**src/rtl/alu_pkg.sv**
```systemverilog
// Shared op-code encoding, FSM state encoding and op classification for seq_alu.
package alu_pkg;

  localparam int unsigned OP_W = 4;

  localparam logic [OP_W-1:0] ALU_AND  = 4'd0;
  localparam logic [OP_W-1:0] ALU_OR   = 4'd1;
  localparam logic [OP_W-1:0] ALU_ADD  = 4'd2;
  localparam logic [OP_W-1:0] ALU_MUL  = 4'd3;
  localparam logic [OP_W-1:0] ALU_DIVU = 4'd4;
  localparam logic [OP_W-1:0] ALU_REMU = 4'd5;
  localparam logic [OP_W-1:0] ALU_SUB  = 4'd6;
  localparam logic [OP_W-1:0] ALU_SLT  = 4'd7;
  localparam logic [OP_W-1:0] ALU_NOR  = 4'd12;
  localparam logic [OP_W-1:0] ALU_SRA  = 4'd14;
  localparam logic [OP_W-1:0] ALU_LUI  = 4'd15;

  typedef enum logic [0:0] {
    S_IDLE = 1'b0,
    S_ITER = 1'b1
  } state_t;

  // Ops handled by the iterative core rather than the single-cycle path.
  function automatic logic is_iter_op(input logic [OP_W-1:0] op);
    return (op == ALU_MUL) || (op == ALU_DIVU) || (op == ALU_REMU);
  endfunction

endpackage

```
**src/rtl/alu_iter_core.sv**
```systemverilog
// Iterative MUL / DIVU / REMU datapath, one step per cycle.
// Ports:
//   clk, rst_n     clock, async active-low reset
//   start          latch op and operands
//   step           perform one shift-add / restoring-subtract step
//   last           parent counter has reached its final step
//   op, src1, src2 op code and operands (sampled on start)
//   done_c         strobe: result_c holds the final result this cycle
//   result_c       result after the current step
module alu_iter_core
  import alu_pkg::*;
#(
  parameter int unsigned WIDTH = 32
) (
  input  logic             clk,
  input  logic             rst_n,
  input  logic             start,
  input  logic             step,
  input  logic             last,
  input  logic [OP_W-1:0]  op,
  input  logic [WIDTH-1:0] src1,
  input  logic [WIDTH-1:0] src2,
  output logic             done_c,
  output logic [WIDTH-1:0] result_c
);

  // Shared registers:
  //   MUL : x = multiplicand (shifts left), y = multiplier (shifts right), z = product
  //   DIV : x = divisor, y = dividend shifting out / quotient shifting in, z = remainder
  logic [OP_W-1:0]  op_q;
  logic [WIDTH-1:0] x_q, y_q, z_q;
  logic [WIDTH-1:0] x_n, y_n, z_n;
  logic [WIDTH:0]   part;
  logic             ge;

  // One iteration step.
  always_comb begin
    x_n  = x_q;
    y_n  = y_q;
    z_n  = z_q;
    part = '0;
    ge   = 1'b0;
    if (op_q == ALU_MUL) begin
      z_n = y_q[0] ? (z_q + x_q) : z_q;
      x_n = x_q << 1;
      y_n = y_q >> 1;
    end else begin
      // Divide by zero falls out naturally: every trial succeeds, so the
      // quotient is all ones and the remainder is the dividend.
      part = {z_q, y_q[WIDTH-1]};
      ge   = (part >= {1'b0, x_q});
      z_n  = ge ? WIDTH'(part - {1'b0, x_q}) : part[WIDTH-1:0];
      y_n  = {y_q[WIDTH-2:0], ge};
    end
  end

  // Operand / partial-result registers.
  always_ff @(posedge clk or negedge rst_n) begin
    if (!rst_n) begin
      op_q <= '0;
      x_q  <= '0;
      y_q  <= '0;
      z_q  <= '0;
    end else if (start) begin
      op_q <= op;
      x_q  <= (op == ALU_MUL) ? src1 : src2;
      y_q  <= (op == ALU_MUL) ? src2 : src1;
      z_q  <= '0;
    end else if (step) begin
      x_q <= x_n;
      y_q <= y_n;
      z_q <= z_n;
    end
  end

  assign done_c   = step & last;
  assign result_c = (op_q == ALU_DIVU) ? y_n : z_n;

endmodule

```
**src/rtl/seq_alu.sv**
```systemverilog
// Registered ALU with valid/ready input handshake and iterative MUL/DIV.
// Ports:
//   clk_i, rst_i        clock, async active-low reset
//   flush_i             synchronous abort of the current op
//   valid_i / ready_o   input handshake (accept = valid_i && ready_o)
//   src1_i, src2_i      operands; ctrl_i op code
//   valid_o             one-cycle pulse when result/flags update
//   result_o            registered result, held between pulses
//   zero_o, less_o      result == 0, result MSB
//   ovf_o               signed overflow for ADD/SUB
//   illegal_o           unassigned op code
module seq_alu
  import alu_pkg::*;
#(
  parameter int unsigned WIDTH = 32
) (
  input  logic             clk_i,
  input  logic             rst_i,
  input  logic             flush_i,
  input  logic             valid_i,
  output logic             ready_o,
  input  logic [WIDTH-1:0] src1_i,
  input  logic [WIDTH-1:0] src2_i,
  input  logic [OP_W-1:0]  ctrl_i,
  output logic             valid_o,
  output logic [WIDTH-1:0] result_o,
  output logic             zero_o,
  output logic             less_o,
  output logic             ovf_o,
  output logic             illegal_o
);

  localparam int unsigned SHW = $clog2(WIDTH);

  state_t           state_q, state_d;
  logic [SHW-1:0]   cnt_q;
  logic             ready_q;
  logic             start_c, step_c, sc_load_c, iter_op_c, last_c;
  logic             core_done_c;
  logic [WIDTH-1:0] core_result_c;

  logic [WIDTH-1:0] sum_c, diff_c, sc_result_c;
  logic             add_ovf_c, sub_ovf_c, sc_ovf_c, sc_illegal_c;

  logic             valid_q, zero_q, less_q, ovf_q, illegal_q;
  logic [WIDTH-1:0] result_q;

  assign iter_op_c = is_iter_op(ctrl_i);
  assign last_c    = (cnt_q == '0);

  // State register.
  always_ff @(posedge clk_i or negedge rst_i) begin
    if (!rst_i) state_q <= S_IDLE;
    else        state_q <= state_d;
  end

  // Next-state logic; flush always returns to IDLE.
  always_comb begin
    state_d = state_q;
    case (state_q)
      S_IDLE: if (valid_i && !flush_i && iter_op_c) state_d = S_ITER;
      S_ITER: if (flush_i || last_c)                state_d = S_IDLE;
      default:                                      state_d = S_IDLE;
    endcase
  end

  // Control outputs of the FSM.
  always_comb begin
    start_c   = 1'b0;
    step_c    = 1'b0;
    sc_load_c = 1'b0;
    case (state_q)
      S_IDLE: begin
        if (valid_i && !flush_i) begin
          start_c   = iter_op_c;
          sc_load_c = !iter_op_c;
        end
      end
      S_ITER:  step_c = !flush_i;
      default: ;
    endcase
  end

  // Ready mirrors the upcoming state so it rises with the final valid_o.
  always_ff @(posedge clk_i or negedge rst_i) begin
    if (!rst_i) ready_q <= 1'b1;
    else        ready_q <= (state_d == S_IDLE);
  end

  // Step counter: WIDTH-1 down to 0 while iterating.
  always_ff @(posedge clk_i or negedge rst_i) begin
    if (!rst_i)                     cnt_q <= '0;
    else if (start_c)               cnt_q <= SHW'(WIDTH - 1);
    else if (step_c && !last_c)     cnt_q <= cnt_q - SHW'(1);
    else if (flush_i)               cnt_q <= '0;
  end

  alu_iter_core #(
    .WIDTH (WIDTH)
  ) u_iter (
    .clk      (clk_i),
    .rst_n    (rst_i),
    .start    (start_c),
    .step     (step_c),
    .last     (last_c),
    .op       (ctrl_i),
    .src1     (src1_i),
    .src2     (src2_i),
    .done_c   (core_done_c),
    .result_c (core_result_c)
  );

  // Single-cycle datapath.
  assign sum_c     = src1_i + src2_i;
  assign diff_c    = src1_i - src2_i;
  assign add_ovf_c = (src1_i[WIDTH-1] == src2_i[WIDTH-1]) && (sum_c[WIDTH-1]  != src1_i[WIDTH-1]);
  assign sub_ovf_c = (src1_i[WIDTH-1] != src2_i[WIDTH-1]) && (diff_c[WIDTH-1] != src1_i[WIDTH-1]);

  always_comb begin
    sc_result_c  = '0;
    sc_ovf_c     = 1'b0;
    sc_illegal_c = 1'b0;
    case (ctrl_i)
      ALU_AND: sc_result_c = src1_i & src2_i;
      ALU_OR:  sc_result_c = src1_i | src2_i;
      ALU_ADD: begin
        sc_result_c = sum_c;
        sc_ovf_c    = add_ovf_c;
      end
      ALU_SUB: begin
        sc_result_c = diff_c;
        sc_ovf_c    = sub_ovf_c;
      end
      // Overflow flips the sign of the difference, so correct for it.
      ALU_SLT: sc_result_c = WIDTH'(diff_c[WIDTH-1] ^ sub_ovf_c);
      ALU_NOR: sc_result_c = ~(src1_i | src2_i);
      ALU_SRA: sc_result_c = WIDTH'($signed(src2_i) >>> src1_i[SHW-1:0]);
      ALU_LUI: sc_result_c = src2_i << (WIDTH / 2);
      ALU_MUL, ALU_DIVU, ALU_REMU: sc_result_c = '0;
      default: sc_illegal_c = 1'b1;
    endcase
  end

  // Result and flag registers; only updated on a valid_o cycle.
  always_ff @(posedge clk_i or negedge rst_i) begin
    if (!rst_i) begin
      valid_q   <= 1'b0;
      result_q  <= '0;
      zero_q    <= 1'b1;
      less_q    <= 1'b0;
      ovf_q     <= 1'b0;
      illegal_q <= 1'b0;
    end else begin
      valid_q <= sc_load_c | core_done_c;
      if (sc_load_c) begin
        result_q  <= sc_result_c;
        zero_q    <= (sc_result_c == '0);
        less_q    <= sc_result_c[WIDTH-1];
        ovf_q     <= sc_ovf_c;
        illegal_q <= sc_illegal_c;
      end else if (core_done_c) begin
        result_q  <= core_result_c;
        zero_q    <= (core_result_c == '0);
        less_q    <= core_result_c[WIDTH-1];
        ovf_q     <= 1'b0;
        illegal_q <= 1'b0;
      end
    end
  end

  assign ready_o   = ready_q;
  assign valid_o   = valid_q;
  assign result_o  = result_q;
  assign zero_o    = zero_q;
  assign less_o    = less_q;
  assign ovf_o     = ovf_q;
  assign illegal_o = illegal_q;

endmodule
```
**config.mk**
```make
export PLATFORM = sky130hd
export DESIGN_NAME = seq_alu
export DESIGN_NICKNAME = d
export VERILOG_FILES = /design/src/rtl/alu_pkg.sv /design/src/rtl/alu_iter_core.sv /design/src/rtl/seq_alu.sv
export SDC_FILE = /design/constraint.sdc
export NUM_CORES = 1
export LEC_CHECK = 0
export BUFFER_PORTS_ARGS = -buffer_cell sky130_fd_sc_hd__buf_2
export CELL_PAD_IN_SITES_DETAIL_PLACEMENT = 2
export CELL_PAD_IN_SITES_GLOBAL_PLACEMENT = 2
export CORE_ASPECT_RATIO = 0.7
export CORE_MARGIN = 10
export CORE_UTILIZATION = 37
export DETAILED_ROUTE_END_ITERATION = 16
export PLACE_DENSITY_LB_ADDON = 0.2
export SLEW_MARGIN = 25
export SYNTH_ARGS = -nofsm -noshare
export SYNTH_HDL_FRONTEND = slang
export SYNTH_SLANG_ARGS = --single-unit
```
**constraint.sdc**
```tcl
create_clock -name clk_i -period 4.2 [get_ports clk_i]
set_input_delay 0.84 -clock clk_i [delete_from_list [all_inputs] [get_ports clk_i]]
set_output_delay 0.84 -clock clk_i [all_outputs]
set_load 0.01 [all_outputs]
```
==> results of run 1 <==
metal layers:
layer / GRT overflow / track usage [%]
met5: 3 / 55.9
met4: 320 / 87.4
met3: 29 / 77.1
met2: 398 / 93.5
met1: 20 / 82.2
stage by stage:
step                      instances  hold slack (ns)  util [%]
after CTS                      4012            0.462      50.9
after global placement         3947            0.485      48.4
after detailed placement       3947            0.498      48.4
after floorplan                2686            0.475         -
cell usage after synthesis (all sizes together), types with 25 or more instances:
cell type	number
o211ai	42
a21o	35
nand3	76
nor2	191
a211oi	44
a21oi	249
a22oi	42
a221o	58
ha	167
clkbuf	140
nand4	25
inv	153
xnor2	39
mux2i	87
nand2	371
a31oi	52
o21ai	191
nor3	39
buf	46
dfrtp	141
timing repair:
| action | 4_1_cts |
|---|---|
| endpoints found under the setup margin | 15 |
| cloned | 2 |
| buffers inserted | 33 |
| pin swaps | 30 |
| resized for setup | 109 |
cells by family after synthesis:
logic type / share of synthesized area [%]
AOI/OAI and AO/OA: 32.7
muxes: 7.97
DFF: 18.1
and+or+nand+nor: 20.8
buffers and inverters: 6.71
adders and majority gates: 11.0
xor gates and xnor gates: 2.69
==> impl_metrics.ini, run 1 <==
[synthesis]
synthCells = 2686
ys_ff_latch = 143
syn-num-nets = 2930
syn_area_um2 = 19800
synth-main-ff-cell = dfrtp_1
synth_edf_count = 0
yosysTopAreaCell = dfrtp_1
syn_avg_cell_area_um2 = 7.38
yosysSeqAreaShare_pct = 18.1
yosys_warnings = 0
ys_top_cells_by_area = dfrtp_1 18%, ha_1 11%, nand2_1 7.0%
synthArstFlopShare_pct = 100
synthDistinctLibCells = 100
synth_top_area_share_pct = 17.8

[clock_tree]
root_buffer = clkbuf_16
cts_max_level = 4
postCtsHoldBufs = 0
clock_sinks = 143
cts_buffers = 17
cts.path.max_buffers = 2

[timing]
grt_worst_setup_endpoint = zero_o$_DFFE_PN1P_/D
worst_endpoint_kind = register input

[placement]
pre_cts_slack_ns = -2.45
routabilityCongestion = 1.02
hpwl_mm = 106
place_area_um2 = 25500
port_buffers = 109

[global_route]
grt_start_max_net_pins = 129
overflow = 770
grt_usage_pct = 84.2

[floorplanning]
initial_core_util_pct = 37.7
io_pins = 110
chipWidth_um = 297
num_rows = 70
fp.dieH_um = 214

[run_status]
error_line = [ERROR GRT-0232] Routing congestion too high. Check the congestion heatmap in the GUI.
status = stopped before the end
flow.stopped_at = global routing (5_1_grt)
==> run 2: changes to the inputs <==
- CELL_PAD_IN_SITES_DETAIL_PLACEMENT: 2 -> default
- CELL_PAD_IN_SITES_GLOBAL_PLACEMENT: 2 -> default
- CORE_ASPECT_RATIO: 0.7 -> default
- CORE_UTILIZATION: 37 -> 25
- PLACE_DENSITY_LB_ADDON: 0.2 -> 0.15
==> run 2 against run 1 <==
Against the previous run:
- the flow now finishes, with violations (setup timing)
- synthesized cell count unchanged
- area after synthesis did not move
==> impl_metrics.ini, run 2 <==
[run_status]
violations = setup timing
status = finished with violations

[final_layout]
final_common_cell = buf_4
areaGrowthSynthToFinish_pct = 38.3
multi_input_area_um2 = 15500
fin_nets = 3541
final_layout_size_suffix_gt1_share_pct = 30.2
fillers = 8343
regArea_um2 = 3580
diodes = 0
largestRegisters = u_iter.x_q: 32 flops, u_iter.y_q: 32 flops, u_iter.z_q: 32 flops
fin_cells = 4360
mostFrequentLayoutCells = 661 x buf_4, 371 x nand2_1, 245 x a21oi_1

[global_route]
grt_start_max_net_pins = 101
grt_usage_pct = 23.9
overflow = 0
grt_pass1_wl_mm = 164
first_global_vias = 24084
antenna_found_initial = 0

[run]
maxCapViolCount = 0

[routing]
drt-total-wl_mm = 111
dr.first_iter.drc_count = 1704
wl_per_cell_um = 25.6
vias_per_cell = 5.48
ant_nets = 0
dr.pass1.iters = 5
drc = 0
vias = 23888

[clock_tree]
cts_buffers = 17
cts_tree = built
postCtsHoldBufs = 0
clkTransAtPathRegs_ns = 0.08
clk-insertion-delay-late_ns = 0.46
cts_max_level = 4
clock_sinks = 143
cts.path.max_buffers = 2
root_buffer = clkbuf_16

[placement]
hpwl_mm = 90.6
place_inst = 4310
port_buffers = 109
routabilityCongestion = 0.977

[worst_setup_path]
reg2reg_to = zero_o
r2r_start = u_iter.z_q[3]
end_kind = flip-flop
arrival_ns = 5.90
r2r_slack_ns = -0.26
cp_slowest_cell = o211ai_1
crit_fanout = 2
cpPeakStageDelay_ns = 0.43
path_class = in2reg
startpoint_type = primary input
ff2ff_path_depth = 16
cp.required_ns = 4.59

[power]
switching_power_mw = 4.97
comb_power_share_pct = 65.1
clockPowerShare_pct = 15.6
ir_worst_vdd_mv = 0.332
seq_power_share_pct = 19.3
cellInternalPower_mw = 5.54
power_density_nw_per_um2 = 383
p_leak_nw = 12.7
p_sw_share_pct = 47.3

[synthesis]
synth_edf_count = 0
synthXorXnorAreaFrac_pct = 2.69
synth_simple_gate_area_share_pct = 20.8
ys_ff_latch = 143
synthArstFlopShare_pct = 100
synth_top_family_by_area = compound AO/OA/AOI/OAI gates
syn_avg_cell_area_um2 = 7.38
yosysSeqAreaShare_pct = 18.1
synth-compound-area-share_pct = 32.7
synthMuxAreaShare_pct = 7.97
synth-main-ff-cell = dfrtp_1
synth_top_area_share_pct = 17.8
syn-num-nets = 2930
synthDistinctLibCells = 100
ys_top_cells_by_count = 371 x nand2_1, 249 x a21oi_1, 191 x nor2_1
yosys_warnings = 0
ys_top_cells_by_area = dfrtp_1 18%, ha_1 11%, nand2_1 7.0%
synthCells = 2686
yosys.cell_count.top_type = nand2_1
syn_area_um2 = 19800
yosysTopAreaCell = dfrtp_1
synth_fa_ha_area_share_pct = 11.0

[floorplanning]
initial_core_util_pct = 25.2
coreArea_um2 = 78700
fp.dieH_um = 302
chipWidth_um = 302
io_pins = 110
die_area_um2 = 91000
num_rows = 103

[timing]
fmax_mhz = 181
slew_viol_final = 0
worst_slew_pin_slew_ns = 0.903
rsz0062_at_grt = yes
fin_hold_ws_ns = 0.390
setup_viol = 3
skew_ns = 0.0170
period_needed_ns = 5.51
slew_headroom_pct = 39.0
min_period_over_period_pct = 131
hold_viol = 0
setup_slack_ns = -1.31

[hold_path]
min_path_type = in2async
## run 2: worst max-delay path by stage
stage	start	endpoint	slack (ns)	cells past startpoint
final	src1_i[0]	zero_o	-1.31	26
after global routing	src2_i[5]	zero_o	-1.52	27
after CTS	src1_i[10]	zero_o	-1.42	25
after detailed placement	src2_i[2]	zero_o	-2.24	26
after global placement	src2_i[6]	zero_o	-2.13	25
after floorplan	src1_i[0]	zero_o	-0.85	27
## run 2: final cells by class
| type | instances | share of cell area, % |
|---|---|---|
| multi-input combinational | 2203 | 56.6 |
| timing repair buffer | 778 | 21.1 |
| inverter | 154 | 2.24 |
| sequential | 143 | 13.1 |
| clock inverter | 15 | 0.634 |
| clock buffer | 17 | 1.55 |
| tap | 1050 | 4.79 |
## run 2: worst max-delay path: cells and delay by family
kind,cells,cell delay (ns)
buffers and inverters,3,0.35
AOI/OAI and AO/OA,14,2.85
adders and majority gates,2,0.57
and+or+nand+nor,7,1.27
## run 2: kinds of logic (layout without fill, tap and decap cells)
kind of cell             Yosys count  in the layout
AO/OA/AOI/OAI                    956            956
AND/OR/NAND/NOR                  885            885
buffers and inverters            340            964
adder cells (fa/ha/maj)          172            172
flip-flops                       143            143
multiplexers                     129            129
XOR/XNOR                          61             61
## run 2: routing by layer
layer	share of wire [%]	track usage [%]	up-vias
met5	0	0	-
met4	3.7	8.46	0
met3	4.8	2.74	135
met2	48	40.8	753
met1	44	30.6	11800
li1	-	-	11200
## run 2: repair_timing
item	in CTS	in global routing
setup buffers	17	2
resized for setup	83	35
gates cloned	0	0
setup endpoints to repair	9	11
pin swaps	23	11
## run 2: power by group through the flow
| stage | clock (mW) | sequential, mW | combinational, mW |
|---|---|---|---|
| final | 1.63 | 2.03 | 6.84 |
| after global routing | 1.71 | 2.06 | 7.40 |
| after CTS | 1.66 | 2.02 | 6.77 |
| after detailed placement | 0 | 2.04 | 6.66 |
| after global placement | 0 | 2.04 | 6.65 |
| after floorplan | 0 | 1.98 | 3.53 |
## run 2: stage by stage
stage / power (mW) / instance area [µm²] / util, % / setup slack (ns) / TNS (ns)
after floorplan: 5.52 / 20000 / - / -0.847 / -1.03
after global placement: 8.69 / 26200 / 33.3 / -2.13 / -11.62
after detailed placement: 8.70 / 26200 / 33.3 / -2.24 / -11.90
after CTS: 10.5 / 27300 / 34.6 / -1.42 / -2.32
after global routing: 11.2 / 27400 / 34.8 / -1.52 / -2.40
final: 10.5 / 27400 / 34.8 / -1.31 / -1.80
Note: power is estimated with default switching activity, not from simulation.
